**src/rtl/edge_pkg.sv**
```systemverilog
// rtl/edge_pkg.sv - shared state and request encodings for edge generation blocks
package edge_pkg;

   typedef enum logic [1:0] {
      ST_IDLE_LOW   = 2'd0,
      ST_HIGH_DWELL = 2'd1,
      ST_IDLE_HIGH  = 2'd2,
      ST_LOW_DWELL  = 2'd3
   } edge_state_t;

   typedef enum logic [1:0] {
      REQ_NONE  = 2'd0,
      REQ_RISE  = 2'd1,
      REQ_FALL  = 2'd2,
      REQ_PULSE = 2'd3
   } edge_req_t;

   // Both requests together encode as a pulse.
   function automatic edge_req_t req_encode(input logic rise, input logic fall);
      return edge_req_t'({fall, rise});
   endfunction

endpackage

```
**src/rtl/edge_dwell_counter.sv**
```systemverilog
// rtl/edge_dwell_counter.sv - loadable down-counter that stops at zero and flags it
module edge_dwell_counter #(
   parameter int CNT_W = 8
) (
   input  logic             clk,
   input  logic             rst,
   input  logic             load,
   input  logic [CNT_W-1:0] load_val,
   output logic             zero
);

   logic [CNT_W-1:0] cnt;

   always_ff @(posedge clk or posedge rst) begin
      if (rst) begin
         cnt <= '0;
      end else if (load) begin
         cnt <= load_val;
      end else if (cnt != '0) begin
         cnt <= cnt - 1'b1;
      end
   end

   assign zero = (cnt == '0);

endmodule

```
**src/rtl/edge_generator.sv**
```systemverilog
// rtl/edge_generator.sv - dwell-limited level generator with rise/fall/err strobes
// Optional one-entry request slot during dwell: EDGE_GENERATOR_QUEUE_EN
module edge_generator
   import edge_pkg::*;
#(
   parameter int MIN_HIGH = 3,
   parameter int MIN_LOW  = 2,
   parameter int CNT_W    = 8
) (
   input  logic clk,
   input  logic rst,
   input  logic req_rise,
   input  logic req_fall,
   output logic ready,
   output logic sig,
   output logic r,
   output logic f,
   output logic err
);

   localparam logic [CNT_W-1:0] HIGH_LOAD = CNT_W'(MIN_HIGH - 1);
   localparam logic [CNT_W-1:0] LOW_LOAD  = CNT_W'(MIN_LOW - 1);

   edge_state_t state;
   edge_req_t   req_code;
   edge_req_t   exec;
   logic        pend;
   logic        cnt_zero;
   logic        dwell;
   logic        accept;
   logic        do_rise;
   logic        do_fall;
   logic        set_err;
   logic        set_pend;
   logic        clr_pend;

   assign dwell    = (state == ST_HIGH_DWELL) || (state == ST_LOW_DWELL);
   assign req_code = req_encode(req_rise, req_fall);

`ifdef EDGE_GENERATOR_QUEUE_EN
   edge_req_t slot;
   logic      store;
   logic      fire_slot;

   // A full slot holds ready low, including the cycle it executes in.
   assign ready     = !pend && (!dwell || (slot == REQ_NONE));
   assign accept    = ready && (req_rise || req_fall);
   assign store     = accept && dwell && !cnt_zero;
   assign fire_slot = dwell && cnt_zero && (slot != REQ_NONE);
   assign exec      = fire_slot ? slot : ((accept && !store) ? req_code : REQ_NONE);

   always_ff @(posedge clk or posedge rst) begin
      if (rst) begin
         slot <= REQ_NONE;
      end else if (store) begin
         slot <= req_code;
      end else if (fire_slot) begin
         slot <= REQ_NONE;
      end
   end
`else
   assign ready  = !pend && (!dwell || cnt_zero);
   assign accept = ready && (req_rise || req_fall);
   assign exec   = accept ? req_code : REQ_NONE;
`endif

   always_comb begin
      do_rise  = 1'b0;
      do_fall  = 1'b0;
      set_err  = 1'b0;
      set_pend = 1'b0;
      clr_pend = 1'b0;
      unique case (exec)
         REQ_RISE: begin
            if (sig) set_err = 1'b1;
            else     do_rise = 1'b1;
         end
         REQ_FALL: begin
            if (!sig) set_err = 1'b1;
            else      do_fall = 1'b1;
         end
         REQ_PULSE: begin
            set_pend = 1'b1;
            if (sig) do_fall = 1'b1;
            else     do_rise = 1'b1;
         end
         default: begin
            // Second half of a pulse fires once the first dwell has elapsed.
            if (pend && dwell && cnt_zero) begin
               clr_pend = 1'b1;
               if (sig) do_fall = 1'b1;
               else     do_rise = 1'b1;
            end
         end
      endcase
   end

   always_ff @(posedge clk or posedge rst) begin
      if (rst) begin
         state <= ST_IDLE_LOW;
         sig   <= 1'b0;
         r     <= 1'b0;
         f     <= 1'b0;
         err   <= 1'b0;
         pend  <= 1'b0;
      end else begin
         r   <= do_rise;
         f   <= do_fall;
         err <= set_err;
         if (set_pend)      pend <= 1'b1;
         else if (clr_pend) pend <= 1'b0;
         if (do_rise) begin
            sig   <= 1'b1;
            state <= ST_HIGH_DWELL;
         end else if (do_fall) begin
            sig   <= 1'b0;
            state <= ST_LOW_DWELL;
         end else if (dwell && cnt_zero) begin
            state <= sig ? ST_IDLE_HIGH : ST_IDLE_LOW;
         end
      end
   end

   edge_dwell_counter #(
      .CNT_W(CNT_W)
   ) u_dwell (
      .clk      (clk),
      .rst      (rst),
      .load     (do_rise | do_fall),
      .load_val (do_rise ? HIGH_LOAD : LOW_LOAD),
      .zero     (cnt_zero)
   );

endmodule
```
**config.mk**
```make
export PLATFORM = sky130hd
export DESIGN_NAME = edge_generator
export DESIGN_NICKNAME = d
export VERILOG_FILES = /design/src/rtl/edge_pkg.sv /design/src/rtl/edge_dwell_counter.sv /design/src/rtl/edge_generator.sv
export SDC_FILE = /design/constraint.sdc
export NUM_CORES = 1
export LEC_CHECK = 0
export ABC_AREA = 0
export CORE_UTILIZATION = 50
export CTS_BUF_LIST = sky130_fd_sc_hd__clkbuf_4 sky130_fd_sc_hd__clkbuf_8
export CTS_CLUSTER_SIZE = 28
export DETAILED_ROUTE_END_ITERATION = 6
export GPL_ROUTABILITY_DRIVEN = 0
export MAX_ROUTING_LAYER = met4
export PLACE_DENSITY = 0.72
export SYNTH_ARGS = -nofsm -noshare
export SYNTH_HDL_FRONTEND = slang
export SYNTH_SLANG_ARGS = --single-unit
```
**constraint.sdc**
```tcl
create_clock -name clk -period 1.6 [get_ports clk]
set_input_delay 0.16 -clock clk [delete_from_list [all_inputs] [get_ports clk]]
set_output_delay 0.16 -clock clk [all_outputs]
set_load 0.02 [all_outputs]
```
Word level (Yosys, flattened, before mapping)
Index checks and enable logic that the tools add are counted.

cells by class
  add/sub/neg operators = 1
  equality and inequality tests = 5
  muxes and demuxes = 22
  bitwise operators = 1
  reductions and logical operators = 19

operators by type and width
  cell                                                                 number
  8-bit two-way mux                                                    2
  2-bit two-way mux                                                    6
  1-bit two-way mux                                                    11
  8-bit zero test                                                      1
  8-bit nonzero test                                                   1
  8-bit by 1-bit subtractor with 8-bit output (second input constant)  1
  2-bit == test (second input constant)                                3
  1-bit case mux with 2 select lines                                   3
  2-bit nonzero test                                                   3
  1-bit logical AND                                                    5
  2-bit by 1-bit == test with 1-bit output (second input constant)     2
  2-bit OR reduction                                                   2
  1-bit logical OR                                                     3
  3-bit nonzero test                                                   1
  3-bit OR reduction                                                   1
  1-bit zero test                                                      2
  1-bit OR                                                             1

storage, ports and cells
  register bits after elaboration = 15
  bits of input ports = 4
  output and inout port bits = 5
  logic and storage cells = 55

Logic depth before layout (Yosys ltp)
Gate-level depths: netlist of the first run.

  depth in word-level cells = 12
  depth in mapped cells = 6
  mapped depth without buffers = 6

Cells and area by module
Synthesis of the first run repeated with hierarchy kept, for this count alone.

second synthesis, totals
  cells, all modules = 93
  area, all modules = 837.1 sq um

by module, submodules not included
  module              times used  cells each  area each (sq um)  seq. area each (sq um)
  edge_dwell_counter  1           56          496.7              200.2
  edge_generator      1           37          340.3              150.1

Least setup slack after synthesis of the first run
Ideal clock, no wire load.

  path type = register to register
  start point = register u_dwell.cnt[0]
  end point = register u_dwell.cnt[0]
  library setup time = 0.118 ns
  arrival time = 1.634 ns
  data required time = 1.482 ns
  setup slack = -0.153 ns
  stages on the path, launching flop included = 7
  path buffers = 0
  period minus slack after synthesis = 1.753 ns
  cell sequence = dfrtp_1 -> inv_1 -> ha_1 -> nor4b_4 -> a21boi_4 -> or3_4 -> a21o_1

on the way
  word-level cells in the longest chain between the ends = 10
  elaborated cells between the ends (all ways) = 22
  classes of those cells = add/sub (1); eq/ne (3); mux (8); bitwise (1); reduce/logical (9)

ends and longest elaborated chain
  element                                                                    RTL line                                      RTL
  from (decl)                                                                edge_dwell_counter.sv:12                      logic [CNT_W-1:0] cnt;
  from (signal assigned)                                                     edge_dwell_counter.sv:18                      cnt <= load_val;
  from (signal assigned)                                                     edge_dwell_counter.sv:20                      cnt <= cnt - 1'b1;
  8-bit zero test                                                            edge_dwell_counter.sv:24                      assign zero = (cnt == '0);
  1-bit logical OR                                                           edge_generator.sv:62                          assign ready = !pend && (!dwell || cnt_zero);
  1-bit logical AND                                                          edge_generator.sv:62
  1-bit logical AND                                                          edge_generator.sv:63                          assign accept = ready && (req_rise || req_fall);
  2-bit two-way mux                                                          edge_generator.sv:64                          assign exec = accept ? req_code : REQ_NONE;
  2-bit == test or 2-bit by 1-bit == test with 1-bit output (tied branches)  edge_generator.sv:73                          unique case (exec)
  2-bit OR reduction (no line)                                               -
  1-bit case mux with 2 select lines                                         edge_generator.sv:73
  2-bit two-way mux or 1-bit OR (tied branches)                              edge_generator.sv:130, edge_generator.sv:129
  8-bit two-way mux or 2-bit nonzero test (tied branches)                    -

Parallel ways exist; a longest one is shown, timed or not. The select of a mux whose other input is x is not followed.
A chain may end at the register's enable or synchronous reset.

Worst setup path after layout of the first run
Ends and elaborated chain as after synthesis.

==> results.md, run 1 <==
- Status: finished, violations left
- Failing checks: setup timing
- Die area: 0.00169 mm2
- Diode count: 0
- Post-DRT Antenna Nets: 0
- Aggregate negative setup slack: -0.805 ns
- Fraction of layout cells with a size suffix above 1: 0.486
- Total Routing Usage GR: 0.258
- Final Setup Violations: 12
- Path type of the worst setup path: register to register
- Total power: 2.48 mW
- Slew @ Worst Pin: 0.532 ns
- Final setup margin: -0.137 ns
- Critical Path, Cell by Cell: inv_2 -> ha_4 -> nor4b_4 -> a21boi_4 -> buf_6 -> or3_4 -> a21o_1
- Min-delay worst type: input port to async pin
- Post-DP Area: 990 um2
- CP required: 1.79 ns
- Sequential share of the synthesized area: 0.457
- Max Cap Viol: 0
- Inst Count DP: 115
- Syn nets: 82
- Starting density of the core: 0.561
- Worst path arrival time: 1.92 ns
- Slew Limit Fails: 0
- Period minus WS final: 1.74 ns
- Ranking of synthesized cells by area: dfrtp_1 (46%), nor2_1 (4.4%), mux2i_1 (3.9%)
- Vias/cell: 5.28
- Critical path's largest stage delay: 0.41 ns
- EDFF count, synth: 0
- Distinct cell type count after synthesis: 30
- Setup slack at placement: -0.227 ns
- Fillcell total: 79
- Number of synthesized register bits: 14
- Mean routed wirelength per cell: 15.3 um
- Finished layout cell area: 0.00116 mm2
- Total CTS buffers: 3
- RSZ-0062 raised after global routing: true
- Total wire length: 1930 um
- Final period util: 1.09
- Crit start category: register
- Mapped cell area: 767 um2
- Syn avg cell area: 10.1 um2
- Finished Layout Cells: 126
- Die W: 41.2 um
- Clk Latency, worst-skew pair: 0.29 ns
- Initial drt markers: 9
- Ys Warns: 0
- Hold Violations, Final: 0
- Hpwl dp: 1170 um
- Total gr overflow: 0
- Worst clock skew: 0.00453 ns
- Final Net Count: 118
- CTS root buf: clkbuf_4
- IO buf count: 8
- Die Y-Extent: 41.2 um
- Max_slew headroom: 0.645
- PwrDens: 2140 mW/mm2
- Reg clk slew, reported paths: 0.09 ns
- Maximum VDD drop: 1.27 mV
- Primary FF master, synth: dfrtp_1
- Htree depth: 1
- # DRC: 0
- Buf/Inv on CP: 2
- Asr flop ratio synth: 1.00
- Core Footprint: 0.00137 mm2
- Max Clk Rate: 0.576 GHz
- First-pass GRT wire length: 2620 um
- Max Root-Sink Buffers: 2
- CTS tree: built
- Layout area overhead: 50.7%
- Row cnt: 13
- Largest net degree at the start of global routing: 15
- Crit-path slowest cell: dfrtp_1
- Vias: 665
- CP max FO: 5
- CP top delay family: simple AND/OR/NAND/NOR gates
- Io pins: 9
- Pleak: 0.527 nW
- Antenna violations before repair: 0
- First-pass detailed-route iteration total: 3
- Clock tree sinks: 14
- Vias in the first global route: 600
- Biggest area consumer among synthesized cells: dfrtp_1
- Hold buffers post-CTS: 0
- Post-synth top area share: 0.457
- Mapped Cells: 76
- CP endpoint kind: register
-- cell families (layout without fill, tap and decap cells) --
group,count (synthesis),after routing,share of synthesized area
simple gates,34,34,0.277
xor+xnor,3,3,0.0343
fa+ha+maj,2,2,0.0326
flops,14,14,0.457
mux,3,3,0.0392
compound gates,14,14,0.131
buf+inv,6,41,0.0294
-- registers in the layout (all words and copies together), names as in the netlist --
name         cells
pend             1
u_dwell.cnt      8
state            1
sig              1
err              1
r                1
f                1
-- repair_timing --
action,4_1_cts,5_1_grt
buffers inserted,3,5
pin swaps,2,8
gates resized for setup,9,16
hold endpoints to repair,0,0
cloned,0,0
setup endpoints to repair,12,14
-- layout make-up --
| cell class | count | area (um2) | share of cell area |
|---|---|---|---|
| Multi-Input combinational cell | 56 | 470 | 0.407 |
| Tap cell | 15 | 18.8 | 0.0162 |
| Sequential cell | 14 | 350 | 0.303 |
| Inverter | 5 | 18.8 | 0.0162 |
| Timing Repair Buffer | 32 | 262 | 0.226 |
| Clock buffer | 4 | 36.3 | 0.0314 |
-- cells in the mapped netlist, types with 2 or more instances --
library cell,instances
or2_2,2
nor2b_1,3
nor3_1,2
dfrtp_1,14
inv_1,5
xnor2_1,3
a21oi_1,5
nor2_1,9
ha_1,2
o21ai_0,3
nand2_1,4
nand2b_1,2
nor3_2,2
mux2i_1,3
or3_1,2
-- cell usage in the layout (no fill, tap or decap), drive strengths merged, types with 4 or more instances in the layout --
cell type      instances
inv                    5
nor2                   9
or3                    4
nand2                  4
dfrtp                 14
clkdlybuf4s50          7
a21oi                  6
buf                   25
clkbuf                 4
nor3                   4
-- path summary, 6_finish.rpt --
check | from | to | slack [ns] | cells past startpoint
min reg2reg | pend$_DFFE_PP0P_ | err$_DFF_PP0_ | 0.63 | 1
max in group asynchronous | rst | u_dwell.cnt[6]$_DFFE_PP0P_ | 1.04 | 2
min in group clk | req_fall | pend$_DFFE_PP0P_ | 0.58 | 4
max reg2reg | u_dwell.cnt[0]$_DFFE_PP0P_ | u_dwell.cnt[0]$_DFFE_PP0P_ | -0.14 | 7
min | rst | f$_DFF_PP0_ | 0.20 | 2
max | u_dwell.cnt[0]$_DFFE_PP0P_ | u_dwell.cnt[0]$_DFFE_PP0P_ | -0.14 | 7
-- routing by layer --
layer / global-route usage / up-vias / share of wire
met1: 0.289 / 317 / 0.44
li1: - / 334 / -
met4: 0.0968 / 0 / 0.018
met5: - / - / 0
met3: 0.0652 / 4 / 0.022
met2: 0.438 / 10 / 0.52
-- report_power, final --
group	leakage (nW)	total [mW]	switching, mW	internal, mW
sequential	0.175	0.646	0.144	0.502
combinational	0.331	1.57	0.719	0.847
clock	0.0210	0.264	0.125	0.139
total	0.527	2.48	0.988	1.49
-- through the flow --
stage           util  hold slack (ns)
2_1_floorplan      -           0.0492
3_3_place_gp   0.724            0.529
3_5_place_dp   0.724            0.534
4_1_cts        0.774            0.225
5_1_grt        0.846            0.268
6_report       0.846            0.202
(Power assumes the default switching activity.)
==> inputs of run 2 (changes only) <==
- CAP_MARGIN: unset -> 0
- CELL_PAD_IN_SITES_DETAIL_PLACEMENT: unset -> 1
- CELL_PAD_IN_SITES_GLOBAL_PLACEMENT: unset -> 1
- CORE_UTILIZATION: 50 -> 39
==> results.md, run 2 (same netlist as run 1, synthesis figures left out) <==
- Status: finished, violations left
- Failing checks: setup timing
- Most frequent cells in the layout: buf_4 (26), dfrtp_1 (14), clkdlybuf4s50_1 (6)
- Period minus WS final: 1.79 ns
- Crit-path slowest cell: dfrtp_1
- Final period util: 1.12
- Hold Violations, Final: 0
- Layout area overhead: 63.3%
- Crit path launch: u_dwell.cnt[0]$_DFFE_PP0P_
- Htree depth: 1
- Total gr overflow: 0
- # DRC: 0
- Clock tree sinks: 14
- Setup slack at placement: -0.219 ns
- Worst r2r src: u_dwell.cnt[0]$_DFFE_PP0P_
- Slew @ Worst Pin: 0.566 ns
- Met2 global-route usage: 0.472
- First-pass GRT wire length: 3970 um
- Post-DRT Antenna Nets: 0
- CTS root buf: clkbuf_4
- Utilization after layout: 0.702
- Max Root-Sink Buffers: 2
- Antenna violations before repair: 0
- Core Footprint: 0.00178 mm2
- Worst clock skew: 0.0112 ns
- Buf/Inv on CP: 2
- Fraction of layout cells with a size suffix above 1: 0.539
- Total Routing Usage GR: 0.288
- Final Net Count: 122
- Crit start category: register
- Mean routed wirelength per cell: 19.7 um
- Hpwl dp: 1420 um
- CP top delay family: simple AND/OR/NAND/NOR gates
- Final setup margin: -0.186 ns
- Reg2Reg Depth: 7
- Initial drt markers: 6
- Maximum VDD drop: 1.29 mV
- Largest Register: u_dwell.cnt
- Pleak: 0.569 nW
- RSZ-0062 raised after global routing: true
- Max_slew headroom: 0.622
- Vias/cell: 5.15
- Die area: 0.00215 mm2
- Vias in the first global route: 772
- Max Clk Rate: 0.560 GHz
- Row cnt: 15
- Reg clk slew, reported paths: 0.10 ns
- Total CTS buffers: 3
- Die W: 46.3 um
- Busiest grt layer: met2
- CP required: 1.79 ns
- Max Cap Viol: 0
- Min-delay worst type: input port to async pin
- Clk Latency, worst-skew pair: 0.30 ns
- Final Setup Violations: 14
- Total power: 2.78 mW
- Vias: 721
- PwrDens: 2220 mW/mm2
- Io pins: 9
- Largest net degree at the start of global routing: 15
- IO buf count: 8
- Largest register FFs: 8
- Total wire length: 2760 um
- Starting density of the core: 0.430
- CTS tree: built
- Die Y-Extent: 46.3 um
- CP endpoint kind: register
- CP max FO: 5
- Path type of the worst setup path: register to register
- Met1 Usage GRT: 0.336
- First-pass detailed-route iteration total: 4
- Slew Limit Fails: 0
- Critical path depth in cells: 7
- Diode count: 0
- Most common cell after layout, fill and taps aside: buf_4
- GRT met3 Usage: 0.0549
- Critical path's largest stage delay: 0.41 ns
- Critical Path, Cell by Cell: inv_2 -> ha_4 -> nor4b_4 -> a21boi_4 -> buf_6 -> or3_4 -> a21o_1
- Worst path arrival time: 1.97 ns
run 2: report_power, final:
group,internal [mW],switching [mW],total (mW),leakage (nW)
sequential,0.502,0.172,0.674,0.175
combinational,0.965,0.867,1.83,0.373
clock,0.139,0.134,0.273,0.0210
run 2: layer usage:
layer  vias to the layer above  wire length (um)  part of all wire
li1                        338                 -                 -
met1                       355              1170              0.42
met2                        18              1410              0.51
met3                        10                85             0.031
met4                         0                94             0.034
met5                         -                 0                 0
run 2: final timing paths:
path / to / slack, ns
setup / recovery: u_dwell.cnt[0]$_DFFE_PP0P_ / -0.19
hold / removal: u_dwell.cnt[2]$_DFFE_PP0P_ / 0.22
setup reg to reg: u_dwell.cnt[0]$_DFFE_PP0P_ / -0.19
hold reg to reg: pend$_DFFE_PP0P_ / 0.66
max in group asynchronous: u_dwell.cnt[1]$_DFFE_PP0P_ / 1.00
min in group clk: pend$_DFFE_PP0P_ / 0.58
run 2: what timing repair did:
action                     4_1_cts  5_1_grt
pin swaps                        4        2
setup endpoints to repair       13       15
hold buffers                     0        0
setup buffers                    5        4
resized for setup               18       15
run 2: area by class of cell:
cell class,count,area [um2]
Fill cell,194,531
Multi-Input combinational cell,56,505
Sequential cell,14,350
Timing Repair Buffer,36,310
Clock buffer,4,36.3
Tap cell,25,31.3
Inverter,5,18.8
run 2: metrics by stage:
stage	TNS (ns)	instance area [um2]	hold WS [ns]	std cells
after global placement	-0.370	1020	0.545	127
after global routing	-2.55	1250	0.289	140
final	-1.71	1250	0.215	140
after detailed placement	-0.656	1020	0.570	127
after CTS	-0.473	1160	0.253	136
after floorplan	-0.117	767	0.0492	76
